File: src/rtl/vga_timing_core.sv
// rtl/vga_timing_core.sv - VGA raster timing: pixel divider, x/y counters, delayed sync/blank
// Sync and blank are decoded from x/y and then delayed PIPE pixel ticks to line up with pixel data.
module vga_timing_core #(
    parameter int HACTIVE = 640,
    parameter int HFP     = 16,
    parameter int HSYN    = 96,
    parameter int HBP     = 48,
    parameter int VACTIVE = 480,
    parameter int VFP     = 10,
    parameter int VSYN    = 2,
    parameter int VBP     = 33,
    parameter bit HPOL    = 1'b0,
    parameter bit VPOL    = 1'b0,
    parameter int CLK_DIV = 2,
    parameter int PIPE    = 2,
    parameter int CW      = 10
) (
    input  logic          clk,
    input  logic          rst,
    input  logic          en,
    output logic          pix_ce,
    output logic [CW-1:0] x,
    output logic [CW-1:0] y,
    output logic          req_active,
    output logic          hsync,
    output logic          vsync,
    output logic          blank_n,
    output logic          line_start,
    output logic          frame_start,
    output logic [7:0]    frame_cnt
);

    localparam int HTOTAL = HACTIVE + HFP + HSYN + HBP;
    localparam int VTOTAL = VACTIVE + VFP + VSYN + VBP;

    // Inclusive bounds so no constant ever needs to hold HTOTAL/VTOTAL itself.
    localparam logic [CW-1:0] H_LAST   = CW'(HTOTAL - 1);
    localparam logic [CW-1:0] V_LAST   = CW'(VTOTAL - 1);
    localparam logic [CW-1:0] HA_LAST  = CW'(HACTIVE - 1);
    localparam logic [CW-1:0] VA_LAST  = CW'(VACTIVE - 1);
    localparam logic [CW-1:0] HS_FIRST = CW'(HACTIVE + HFP);
    localparam logic [CW-1:0] HS_LAST  = CW'(HACTIVE + HFP + HSYN - 1);
    localparam logic [CW-1:0] VS_FIRST = CW'(VACTIVE + VFP);
    localparam logic [CW-1:0] VS_LAST  = CW'(VACTIVE + VFP + VSYN - 1);
    localparam logic [2:0]    DIV_LAST = 3'(CLK_DIV - 1);

    logic            run_q, run_d;
    logic [2:0]      div_q, div_d;
    logic [CW-1:0]   x_q, x_d;
    logic [CW-1:0]   y_q, y_d;
    logic [7:0]      fcnt_q, fcnt_d;
    logic [PIPE-1:0] hs_q, hs_d;
    logic [PIPE-1:0] vs_q, vs_d;
    logic [PIPE-1:0] bn_q, bn_d;

    logic            tick;
    logic            x_wrap;
    logic            y_wrap;
    logic            act_raw;
    logic            hs_raw;
    logic            vs_raw;
    logic [PIPE:0]   hs_ext;
    logic [PIPE:0]   vs_ext;
    logic [PIPE:0]   bn_ext;

    // run_q marks that the previous edge was enabled; the divider only counts from then on.
    assign tick    = run_q && (div_q == DIV_LAST);
    assign x_wrap  = (x_q == H_LAST);
    assign y_wrap  = (y_q == V_LAST);
    assign act_raw = (x_q <= HA_LAST) && (y_q <= VA_LAST);
    assign hs_raw  = (x_q >= HS_FIRST) && (x_q <= HS_LAST);
    assign vs_raw  = (y_q >= VS_FIRST) && (y_q <= VS_LAST);

    assign hs_ext = {hs_q, hs_raw};
    assign vs_ext = {vs_q, vs_raw};
    assign bn_ext = {bn_q, act_raw};

    always_comb begin
        run_d  = en;
        div_d  = '0;
        x_d    = x_q;
        y_d    = y_q;
        fcnt_d = fcnt_q;
        hs_d   = hs_q;
        vs_d   = vs_q;
        bn_d   = bn_q;
        if (!en) begin
            x_d  = '0;
            y_d  = '0;
            hs_d = '0;
            vs_d = '0;
            bn_d = '0;
        end else if (run_q) begin
            if (!tick) begin
                div_d = div_q + 3'd1;
            end else begin
                hs_d = hs_ext[PIPE-1:0];
                vs_d = vs_ext[PIPE-1:0];
                bn_d = bn_ext[PIPE-1:0];
                if (x_wrap) begin
                    x_d = '0;
                    if (y_wrap) begin
                        y_d    = '0;
                        fcnt_d = fcnt_q + 8'd1;
                    end else begin
                        y_d = y_q + CW'(1);
                    end
                end else begin
                    x_d = x_q + CW'(1);
                end
            end
        end
    end

    always_ff @(posedge clk or negedge rst) begin
        if (!rst) begin
            run_q  <= 1'b0;
            div_q  <= '0;
            x_q    <= '0;
            y_q    <= '0;
            fcnt_q <= '0;
            hs_q   <= '0;
            vs_q   <= '0;
            bn_q   <= '0;
        end else begin
            run_q  <= run_d;
            div_q  <= div_d;
            x_q    <= x_d;
            y_q    <= y_d;
            fcnt_q <= fcnt_d;
            hs_q   <= hs_d;
            vs_q   <= vs_d;
            bn_q   <= bn_d;
        end
    end

    assign pix_ce      = tick;
    assign x           = x_q;
    assign y           = y_q;
    assign req_active  = act_raw;
    assign hsync       = hs_q[PIPE-1] ? HPOL : ~HPOL;
    assign vsync       = vs_q[PIPE-1] ? VPOL : ~VPOL;
    assign blank_n     = bn_q[PIPE-1];
    assign line_start  = tick && (x_q == '0);
    assign frame_start = tick && (x_q == '0) && (y_q == '0);
    assign frame_cnt   = fcnt_q;

endmodule

File: config.mk
export PLATFORM = sky130hd
export DESIGN_NAME = vga_timing_core
export DESIGN_NICKNAME = d
export VERILOG_FILES = /design/src/rtl/vga_timing_core.sv
export SDC_FILE = /design/constraint.sdc
export NUM_CORES = 1
export LEC_CHECK = 0
export CORE_ASPECT_RATIO = 0.75
export CORE_MARGIN = 3
export CORE_UTILIZATION = 50
export DETAILED_ROUTE_END_ITERATION = 10
export PLACE_DENSITY = 0.76
export SLEW_MARGIN = 40
export SYNTH_ARGS = -nofsm -noshare
export SYNTH_HDL_FRONTEND = slang
export SYNTH_SLANG_ARGS = --single-unit
File: constraint.sdc
create_clock -name clk -period 2.31 [get_ports clk]
set_clock_uncertainty 0.1 [all_clocks]
set_input_delay 0.462 -clock clk [delete_from_list [all_inputs] [get_ports clk]]
set_output_delay 0.462 -clock clk [all_outputs]
set_load 0.01 [all_outputs]
# Word level (Yosys, flattened, before mapping)

Index checks and enable logic that the tools add are counted.

Add/sub/neg operators: 4
Order comparisons: 6
Equality and inequality tests: 6
Mux-type cells: 23
Reduce and logical (&&, ||, !) cells: 11

Operator list:

| operator              | number |
|---|---|
| $mux 10               | 9 |
| $add 10x1->10 const B | 2 |
| $eq 10x10->1 const B  | 2 |
| $le 10x10->1 const B  | 2 |
| $le 10x9->1 const B   | 2 |
| $logic_not 10->1      | 2 |
| $mux 2                | 9 |
| $ge 10x10->1 const B  | 1 |
| $ge 10x9->1 const B   | 1 |
| $mux 3                | 3 |
| $add 8x1->8 const B   | 1 |
| $logic_and 1x1->1     | 6 |
| $ne 2x1->1 const B    | 3 |
| $reduce_and 5->1      | 1 |
| $add 3x1->3 const B   | 1 |
| $eq 3x1->1 const B    | 1 |
| $reduce_and 3->1      | 1 |
| $mux 1                | 2 |
| $reduce_and 2->1      | 1 |

Flip-flop bits (word level): 38
Input bits: 3
Output and inout port bits: 35
Logic and storage cells: 58

# Depth between registers and ports, before layout

Gate-level depths: netlist of run 1.

Word-level depth: 6
Mapped depth: 8
Gate-level depth less buffers: 7

# Worst setup path before layout of run 1

Ideal clock, no wire load.

Path kind: reg2out
Start: register x_q[7] (netlist: x[7])
End: output port frame_start
Arrival: 1.448 ns
Data required time: 1.748 ns
Setup slack: 0.300 ns
Cell stages (with the launch flop): 6
Path buffers: 1
Cells stage by stage: dfrtp_1 > buf_6 > nor4_1 > nand3_1 > nor3_1 > and4_1

Word-level cells in the longest chain between the ends: 3

Ends and longest elaborated chain:

| item                   | line | source |
|---|---|---|
| start, declared        | 49   | `logic [CW-1:0] x_q, x_d;` |
| start signal, assigned | 119  | `x_q <= '0;` |
| start signal, assigned | 128  | `x_q <= x_d;` |
| $logic_not 10->1       | n/a  |  |
| $logic_and 1x1->1      | n/a  |  |
| net line_start         | 28   | `output logic line_start,` |
| $logic_and 1x1->1      | 145  | `assign frame_start = tick && (x_q == '0) && (y_q == '0);` |
| end, declared          | 29   | `output logic frame_start,` |

The timed path passes the listed nets, and every way through them passes these cells.

# Final worst setup path of run 1

Start: register x_q[8] (netlist: x[8])
End: output port frame_start

Word-level cells in the longest chain between the ends: 3

Ends and longest elaborated chain:

| item                           | line |
|---|---|
| $logic_not 10->1               | 145 |
| $logic_and 1x1->1 (2 in a row) | 145 |

Every way passes these cells.

==> results.sh, run 1 <==
export IMPL_status="complete, no violations"
export IMPL_first_global_vias=1952
export IMPL_worst_path_largest_cell_delay_ps=390
export IMPL_fin_cells=337
export IMPL_clk_pin_slew_ps=80
export IMPL_drc=0
export IMPL_grt_overflow=0
export IMPL_hold_viol=0
export IMPL_synth_edff_count=0
export IMPL_regToRegStartpoint="div_q[1]"
export IMPL_rr_endpoint="y[8]"
export IMPL_rsz0062_at_grt="true"
export IMPL_cp_required_ps=1750
export IMPL_clock_latency_ps=300
export IMPL_die_y_um=62.77
export IMPL_hold_class="flop to flop"
export IMPL_critical_path_endpoint_type="output pin"
export IMPL_worstSetupStartpointType="flop"
export IMPL_die_width_um=81.69
export IMPL_avgViaCountPerCell=5.798
export IMPL_cp_num_buf_inv=1
export IMPL_grtUsageTotal_pct=23.19
export IMPL_design_core_area_um2=3899
export IMPL_rows=19
export IMPL_routed_wl_um=5314
export IMPL_synthCells=214
export IMPL_wl_per_cell_um=15.77
export IMPL_worst_pin_slew_ps=448.5
export IMPL_yosysTopAreaCell="dfrtp_1"
export IMPL_dr_first_iter_drc_count=114
export IMPL_io_buffers=37
export IMPL_cts_root_buffer="clkbuf_8"
export IMPL_yosysSeqAreaShare_pct=44.26
export IMPL_synth_top_flop_cell="dfrtp_1"
export IMPL_syn_area_um2=2148
export IMPL_num_nets_final=295
export IMPL_hold_end="frame_cnt[7]"
export IMPL_async_flop_share_pct=100.0
export IMPL_min_from="frame_cnt[7]"
export IMPL_cts_htree_levels=2
export IMPL_min_period_over_period_pct=93.81
export IMPL_relSlewSlack_pct=69.70
export IMPL_cp_arrival_ps=1610
export IMPL_rrSetupSlack_ps=180
export IMPL_fmax_ghz=0.4615
export IMPL_ctsLongestPathBuffers=2
export IMPL_grt_pass1_wl_um=9315
export IMPL_dp_cells=328
export IMPL_route_vias_total=1954
export IMPL_reg2reg_depth=9
export IMPL_fin_crit_ps=2167
export IMPL_antenna_found_initial=0
export IMPL_io_pins=38
export IMPL_gp_congestion=0.8324
export IMPL_setup_viol=0
export IMPL_critPathSlowestCell="dfrtp_1"
export IMPL_crit_fanout=2
export IMPL_syn_nets=225
export IMPL_final_layout_size_suffix_gt1_share_pct=22.11
export IMPL_p_leak_nw=1.281
export IMPL_p_per_area_nw_per_um2=448.3
export IMPL_p_total_mw=1.293
export IMPL_ant_nets=0
export IMPL_numCtsBuffers=5
export IMPL_cpLargestDelayFamily="simple AND/OR/NAND/NOR gates"
export IMPL_drv_slew=0
export IMPL_die_area_um2=5127
export IMPL_max_vdd_ir_drop_v=0.0003914
export IMPL_synth_seq_cells=38
export IMPL_path_class="flop to output pin"
export IMPL_clock_sinks=38
export IMPL_synth_top_area_share_pct=44.26
export IMPL_path_cells="nor4_2 -> nand3_1 -> nor3_2 -> and4_1 -> buf_2"
export IMPL_synthTopCellsByArea="dfrtp_1, ha_1, nand3_1, xor2_1, nor2_1"
export IMPL_hold_slack_ps=364.3
export IMPL_ys_warn_count=0
export IMPL_cts_tree="done"
export IMPL_syn_area_per_cell_um2=10.04
export IMPL_utilization_pct=74.01
export IMPL_dpl_hpwl_um=3971
export IMPL_area_delta_synth_final_pct=34.30
export IMPL_holdPathStages=1
export IMPL_antenna_cells=0
export IMPL_start_util_pct=55.10
export IMPL_cap_violations=0
export IMPL_drt_pass1_iterations=4
export IMPL_grt_max_degree=19
export IMPL_ys_types=56
-- logic make-up (layout without fill, tap and decap cells) --
logic type / after synthesis / count (layout) / share of synthesized area [%]
buffers and inverters: 21 / 92 / 4.949
flip-flops: 38 / 38 / 44.26
AND/OR/NAND/NOR: 89 / 89 / 25.51
multiplexers: 3 / 3 / 1.456
XOR/XNOR: 15 / 15 / 6.116
AO/OA/AOI/OAI: 40 / 40 / 13.05
adder cells (fa/ha/maj): 8 / 8 / 4.659
-- repair_timing --
| action | CTS | global route |
|---|---|---|
| hold endpoints to repair | 12 | 0 |
| pin swaps | 4 | 4 |
| gates resized for setup | 10 | 3 |
| setup endpoints to repair | 4 | 2 |
| gates cloned | 0 | 0 |
| hold buffers | 1 | 0 |
| buffers inserted | 0 | 0 |
-- worst reg2reg max path, stage by stage, from the launching register on --
cell and delay [ps]:
dfrtp_1 380, inv_1 60, ha_1 180, nand3b_4 90, buf_6 180, inv_1 80
buf_4 140, nand4_4 180, or4_1 540, o21ai_0 100
-- stage by stage --
step	setup TNS, ps	cell area [um2]	setup slack [ps]
after floorplan	0	2148	300.1
after global placement	-24.39	2773	-24.39
after detailed placement	-103.1	2773	-91.86
after CTS	-67.03	2895	-67.03
after global routing	-21.07	2885	-21.07
final	0	2885	142.9
-- metal layers --
layer  track usage (%)  vias up  share of wire (%)
met5                 0        -                  0
met4             7.676        0                1.6
met3             5.187        9                5.6
met2             33.13       64                 45
met1             34.50      959                 48
li1                  -      922                  -
-- flip-flops by register name (all words and copies together), names as in the netlist --
| signal | flops |
|---|---|
| x | 10 |
| y | 10 |
| frame_cnt | 8 |
| div_q | 3 |
| bn_q | 2 |
| hs_q | 2 |
| vs_q | 2 |
| run_q | 1 |
-- area by class of cell --
class	count	area (um2)
Clock buffer	6	82.58
Timing Repair Buffer	72	621.8
Fill cell	317	1013
Clock inverter	2	12.51
Sequential cell	38	950.9
Tap cell	52	65.06
Inverter	12	45.04
Multi-Input combinational cell	155	1107
-- Yosys cell counts (2+ instances only) --
cell type  number
buf_6           3
nor3_1          8
a21oi_1        10
and4_1          3
ha_1            8
xor2_1          8
o21ai_0         6
mux2i_1         2
nand3_1        14
a21o_1          2
nand2_1        14
inv_1          12
xnor2_1         7
and3_2          2
and3_1          3
a211oi_1        3
nor2_1         17
buf_2           3
nor4_4          2
nor4_1          4
nand4_1         6
dfrtp_1        38
a31oi_1         5
o31ai_1         2
-- worst max path at each step --
stage / startpoint / to / slack, ps / cells past startpoint
after floorplan: x[7] / frame_start / 300 / 5
after global placement: x[8] / frame_start / -20 / 5
after detailed placement: x[8] / frame_start / -90 / 5
after CTS: x[4] / frame_start / -70 / 5
after global routing: x[8] / frame_start / -20 / 5
final: x[8] / frame_start / 140 / 5
-- cells in the final DEF (no fill, tap or decap), types with 5 or more instances in the layout --
cell / n
nor2_1: 17
nand3_1: 14
xor2_1: 8
clkbuf_8: 6
buf_4: 33
clkdlybuf4s50_1: 32
a31oi_1: 5
o21ai_0: 6
nand2_1: 14
ha_1: 8
nand4_1: 6
a21oi_1: 10
inv_1: 12
nor3_1: 6
xnor2_1: 7
dfrtp_1: 38
-- report_power, final --
group	total, mW	internal, mW	switching, mW
Combinational	0.114	0.0505	0.0633
Clock	0.494	0.240	0.254
Sequential	0.686	0.673	0.0122
Note: power is estimated with default switching activity, not from simulation.
==> run 2, diff against run 1 <==
- DONT_BUFFER_PORTS: unset -> 1
- PLACE_DENSITY: 0.76 -> unset
- PLACE_DENSITY_LB_ADDON: unset -> 0.3
==> results.sh, run 2 (same netlist as run 1, synthesis figures left out) <==
export IMPL_path_cells="inv_1 -> ha_1 -> nand3b_4 -> nor3_2 -> and4_1"
export IMPL_holdPathStages=0
export IMPL_status="complete, no violations"
export IMPL_grt_overflow=0
export IMPL_clock_latency_ps=290
export IMPL_fin_crit_ps=2213
export IMPL_swShare_pct=21.78
export IMPL_hold_viol=0
export IMPL_cp_arrival_ps=1650
export IMPL_antenna_cells=0
export IMPL_drv_slew=0
export IMPL_hold_class="input port to flop"
export IMPL_first_global_vias=1752
export IMPL_drc=0
export IMPL_dpl_hpwl_um=3479
export IMPL_avgViaCountPerCell=6.110
export IMPL_layout_commonest_cell="dfrtp_1"
export IMPL_critPathSlowestCell="dfrtp_1"
export IMPL_comb_power_share_pct=6.3
export IMPL_wl_per_cell_um=17.26
export IMPL_crit_fanout=13
export IMPL_cap_violations=0
export IMPL_p_per_area_nw_per_um2=597.2
export IMPL_p_total_mw=1.456
export IMPL_die_y_um=62.77
export IMPL_dr_first_iter_drc_count=109
export IMPL_cp_required_ps=1750
export IMPL_num_nets_final=240
export IMPL_gp_congestion=0.8834
export IMPL_multi_input_area_um2=1096
export IMPL_area_delta_synth_final_pct=13.51
export IMPL_final_cell_mix="dfrtp_1, nor2_1, buf_4"
export IMPL_min_period_over_period_pct=95.78
export IMPL_cts_root_buffer="clkbuf_8"
export IMPL_final_layout_size_suffix_gt1_share_pct=17.83
export IMPL_route_vias_total=1723
export IMPL_worstSetupStartpointType="flop"
export IMPL_design_core_area_um2=3899
export IMPL_clock_sinks=38
export IMPL_switchingPower_uw=317.2
export IMPL_worst_pin_slew_ps=511.3
export IMPL_grt_pass1_wl_um=8369
export IMPL_ctsLongestPathBuffers=2
export IMPL_seqPwrFrac_pct=46.9
export IMPL_drt_pass1_iterations=4
export IMPL_fmax_ghz=0.4520
export IMPL_ant_nets=0
export IMPL_rsz0062_at_grt="false"
export IMPL_worst_path_largest_cell_delay_ps=380
export IMPL_fin_setup_tns_ps=0
export IMPL_grtUsageTotal_pct=20.90
export IMPL_clk_pin_slew_ps=80
export IMPL_path_class="flop to output pin"
export IMPL_numCtsBuffers=5
export IMPL_grt_max_degree=39
export IMPL_start_util_pct=55.10
export IMPL_p_int_mw=1.139
export IMPL_reg2reg_depth=7
export IMPL_n_fill_cell=329
export IMPL_die_width_um=81.69
export IMPL_seqCellArea_um2=952.2
export IMPL_cts_htree_levels=2
export IMPL_rows=19
export IMPL_critical_path_endpoint_type="output pin"
export IMPL_p_leak_nw=1.072
export IMPL_routed_wl_um=4868
export IMPL_cts_setup_buffers=0
export IMPL_io_buffers=0
export IMPL_antenna_found_initial=0
export IMPL_clockPowerShare_pct=46.9
export IMPL_io_pins=38
export IMPL_relSlewSlack_pct=65.81
export IMPL_die_area_um2=5127
export IMPL_setup_viol=0
export IMPL_max_vdd_ir_drop_v=0.0002924
export IMPL_cts_tree="done"
## run 2: routing by layer
| metal | vias up | GRT usage [%] | wire length [um] |
|---|---|---|---|
| li1 | 809 | - | - |
| met1 | 828 | 28.75 | 2125 |
| met2 | 76 | 29.17 | 2219 |
| met3 | 10 | 7.061 | 446 |
| met4 | 0 | 9.959 | 76 |
| met5 | - | 0 | 0 |
## run 2: worst max-delay path: cells and delay by family, from the launching register on
kind,cells,cell delay [ps]
simple gates,3,720
flops,1,380
buf+inv,1,60
fa+ha+maj,1,180
## run 2: layout make-up
class,count,area share [%]
Clock inverter,3,2.822
Clock buffer,5,2.822
Timing Repair Buffer,17,5.849
Multi-Input combinational cell,155,44.95
Sequential cell,38,39.05
Tap cell,52,2.668
Inverter,12,1.847
## run 2: power groups by stage
stage | clock (mW) | combinational (mW) | sequential, mW
floorplan | 0 | 0.0487 | 0.700
global placement | 0 | 0.0712 | 0.696
detailed placement | 0 | 0.0721 | 0.696
CTS | 0.700 | 0.0923 | 0.683
global route | 0.732 | 0.101 | 0.685
finish | 0.683 | 0.0910 | 0.683
## run 2: stage by stage
| step | hold slack, ps | worst slack [ps] | area, um2 | instances | utilization, % |
|---|---|---|---|---|---|
| 6_report | 98.93 | 97.47 | 2439 | 282 | 62.55 |
| 5_1_grt | 81.89 | 9.867 | 2439 | 282 | 62.55 |
| 4_1_cts | 89.16 | 67.41 | 2439 | 282 | 62.55 |
| 3_5_place_dp | 67.40 | 298.0 | 2265 | 272 | 58.09 |
| 3_3_place_gp | 67.46 | 325.8 | 2265 | 272 | 58.09 |
| 2_1_floorplan | 66.41 | 300.1 | 2148 | 214 | - |
## run 2: path summary, 6_finish.rpt
path                       startpoint     endpoint  slack (ps)
max in group asynchronous         rst         x[7]        1370
min                                en        run_q         100
max                          div_q[1]  frame_start         100
min in group asynchronous         rst         y[9]         540
min reg2reg                  div_q[0]     div_q[0]         380
max reg2reg                  div_q[1]         y[8]         280
## run 2: repair_timing
action,in CTS,in global routing
endpoints found under the hold margin,38,0
resized for setup,2,0
hold buffers,2,0
endpoints found under the setup margin,1,0
==> run 3, diff against run 2 <==
- CELL_PAD_IN_SITES_DETAIL_PLACEMENT: unset -> 0
- CELL_PAD_IN_SITES_GLOBAL_PLACEMENT: unset -> 1
- CORE_UTILIZATION: 50 -> 48
==> results.sh, run 3 (same netlist as run 1, synthesis figures left out) <==
export IMPL_cap_violations=0
export IMPL_setup_viol=0
export IMPL_cts_root_buffer="clkbuf_8"
export IMPL_numCtsBuffers=5
export IMPL_clock_sinks=38
export IMPL_io_pins=38
export IMPL_p_leak_nw=1.048
export IMPL_crit_fanout=9
export IMPL_die_width_um=83.25
export IMPL_drc=0
export IMPL_hold_class="input port to flop"
export IMPL_min_period_over_period_pct=94.83
export IMPL_io_buffers=0
export IMPL_hold_slack_ps=104.3
export IMPL_route_vias_total=1778
export IMPL_p_per_area_nw_per_um2=510.7
export IMPL_drt_pass1_iterations=4
export IMPL_worstSetupStartpointType="flop"
export IMPL_avgViaCountPerCell=6.283
export IMPL_cts_htree_levels=2
export IMPL_grt_pass1_wl_um=8852
export IMPL_rsz0062_at_grt="false"
export IMPL_clk_pin_slew_ps=70
export IMPL_ant_nets=0
export IMPL_clock_latency_ps=280
export IMPL_wl_per_cell_um=18.59
export IMPL_relSlewSlack_pct=61.88
export IMPL_critPathSlowestCell="dfrtp_1"
export IMPL_n_fill_cell=333
export IMPL_gp_congestion=0.8871
export IMPL_grtUsageTotal_pct=20.75
export IMPL_cp_arrival_ps=1630
export IMPL_dr_first_iter_drc_count=134
export IMPL_max_vdd_ir_drop_v=0.0002985
export IMPL_cpLargestDelayFamily="simple AND/OR/NAND/NOR gates"
export IMPL_gr_usage_met3_pct=7.216
export IMPL_layout_commonest_cell="dfrtp_1"
export IMPL_cp_required_ps=1750
export IMPL_area_delta_synth_final_pct=11.42
export IMPL_design_core_area_um2=4179
export IMPL_worst_pin_slew_ps=567.5
export IMPL_die_y_um=63.94
export IMPL_num_nets_final=240
export IMPL_dpl_hpwl_um=3779
export IMPL_path_class="flop to output pin"
export IMPL_fin_crit_ps=2191
export IMPL_antenna_found_initial=0
export IMPL_ctsLongestPathBuffers=2
export IMPL_cp_num_buf_inv=1
export IMPL_die_area_um2=5323
export IMPL_routed_wl_um=5261
export IMPL_rows=20
export IMPL_met1_usage_pct=26.86
export IMPL_grt_busiest_layer="met2"
export IMPL_fin_setup_tns_ps=0
export IMPL_final_layout_size_suffix_gt1_share_pct=17.54
export IMPL_first_global_vias=1826
export IMPL_hold_viol=0
export IMPL_path_cells="inv_1 -> ha_1 -> nand3b_4 -> nor3_2 -> and4_1"
export IMPL_worst_path_largest_cell_delay_ps=390
export IMPL_cts_tree="done"
export IMPL_final_cell_mix="dfrtp_1, nor2_1, buf_4"
export IMPL_use_met2_pct=32.90
export IMPL_start_util_pct=51.41
export IMPL_grt_overflow=0
export IMPL_fmax_ghz=0.4565
export IMPL_drv_slew=0
export IMPL_status="complete, no violations"
export IMPL_multi_input_area_um2=1102
export IMPL_seqCellArea_um2=952.2
export IMPL_critical_path_endpoint_type="output pin"
export IMPL_antenna_cells=0
export IMPL_grt_max_degree=39
## run 3: cell count changes in the layout (fill, tap and decap cells not counted), sizes merged
cell	before	now
clkinv	1	0
clkbuf	5	6
bufinv	2	0
## run 3: path summary, 6_finish.rpt
check	slack [ps]	to	from	depth (start not counted)
min in group asynchronous	540	x[2]	rst	2
hold reg to reg	380	div_q[0]	div_q[0]	1
hold / removal	100	run_q	en	0
setup reg to reg	210	y[3]	y[0]	6
max in group asynchronous	1380	x[2]	rst	2
setup / recovery	120	frame_start	div_q[1]	5
## run 3: timing repair
item | CTS | global route
buffers inserted | 0 | 0
hold buffers | 2 | 0
setup endpoints to repair | 1 | 1
hold endpoints to repair | 38 | 0
resized for setup | 1 | 2
## run 3: worst reg2reg max path: cells and delay by family (launching register included)
kind | cells | cell delay, ps
fa+ha+maj | 1 | 210
buf+inv | 1 | 140
compound gates | 2 | 730
flops | 1 | 470
simple gates | 2 | 350
## run 3: power breakdown
group	total [mW]	leakage, nW	internal, mW	switching [mW]
logic	0.0820	0.485	0.0304	0.0515
clock network	0.450	0.0431	0.230	0.219
registers	0.691	0.519	0.674	0.0171
total	1.22	1.05	0.934	0.288
## run 3: cell type report
cell class	count	area share [%]
clock buffer	6	3.450
inverter	12	1.882
multi-input combinational	155	46.05
sequential	38	39.78
tap	55	2.875
timing repair buffer	17	5.959
## run 3: layer usage
metal | vias to the layer above | wire length [um]
li1 | 806 | -
met1 | 876 | 2208
met2 | 83 | 2500
met3 | 13 | 460
met4 | 0 | 91
met5 | - | 0
## run 3: per-stage QoR
| step | power [mW] | worst slack [ps] | cells | area [um2] | util, % |
|---|---|---|---|---|---|
| floorplan | 0.7486 | 300.1 | 214 | 2148 | - |
| global placement | 0.7634 | 318.2 | 275 | 2268 | 54.28 |
| detailed placement | 0.7661 | 250.7 | 275 | 2268 | 54.28 |
| CTS | 1.234 | 91.52 | 283 | 2386 | 57.10 |
| global route | 1.283 | 17.44 | 283 | 2394 | 57.28 |
| finish | 1.222 | 119.5 | 283 | 2394 | 57.28 |
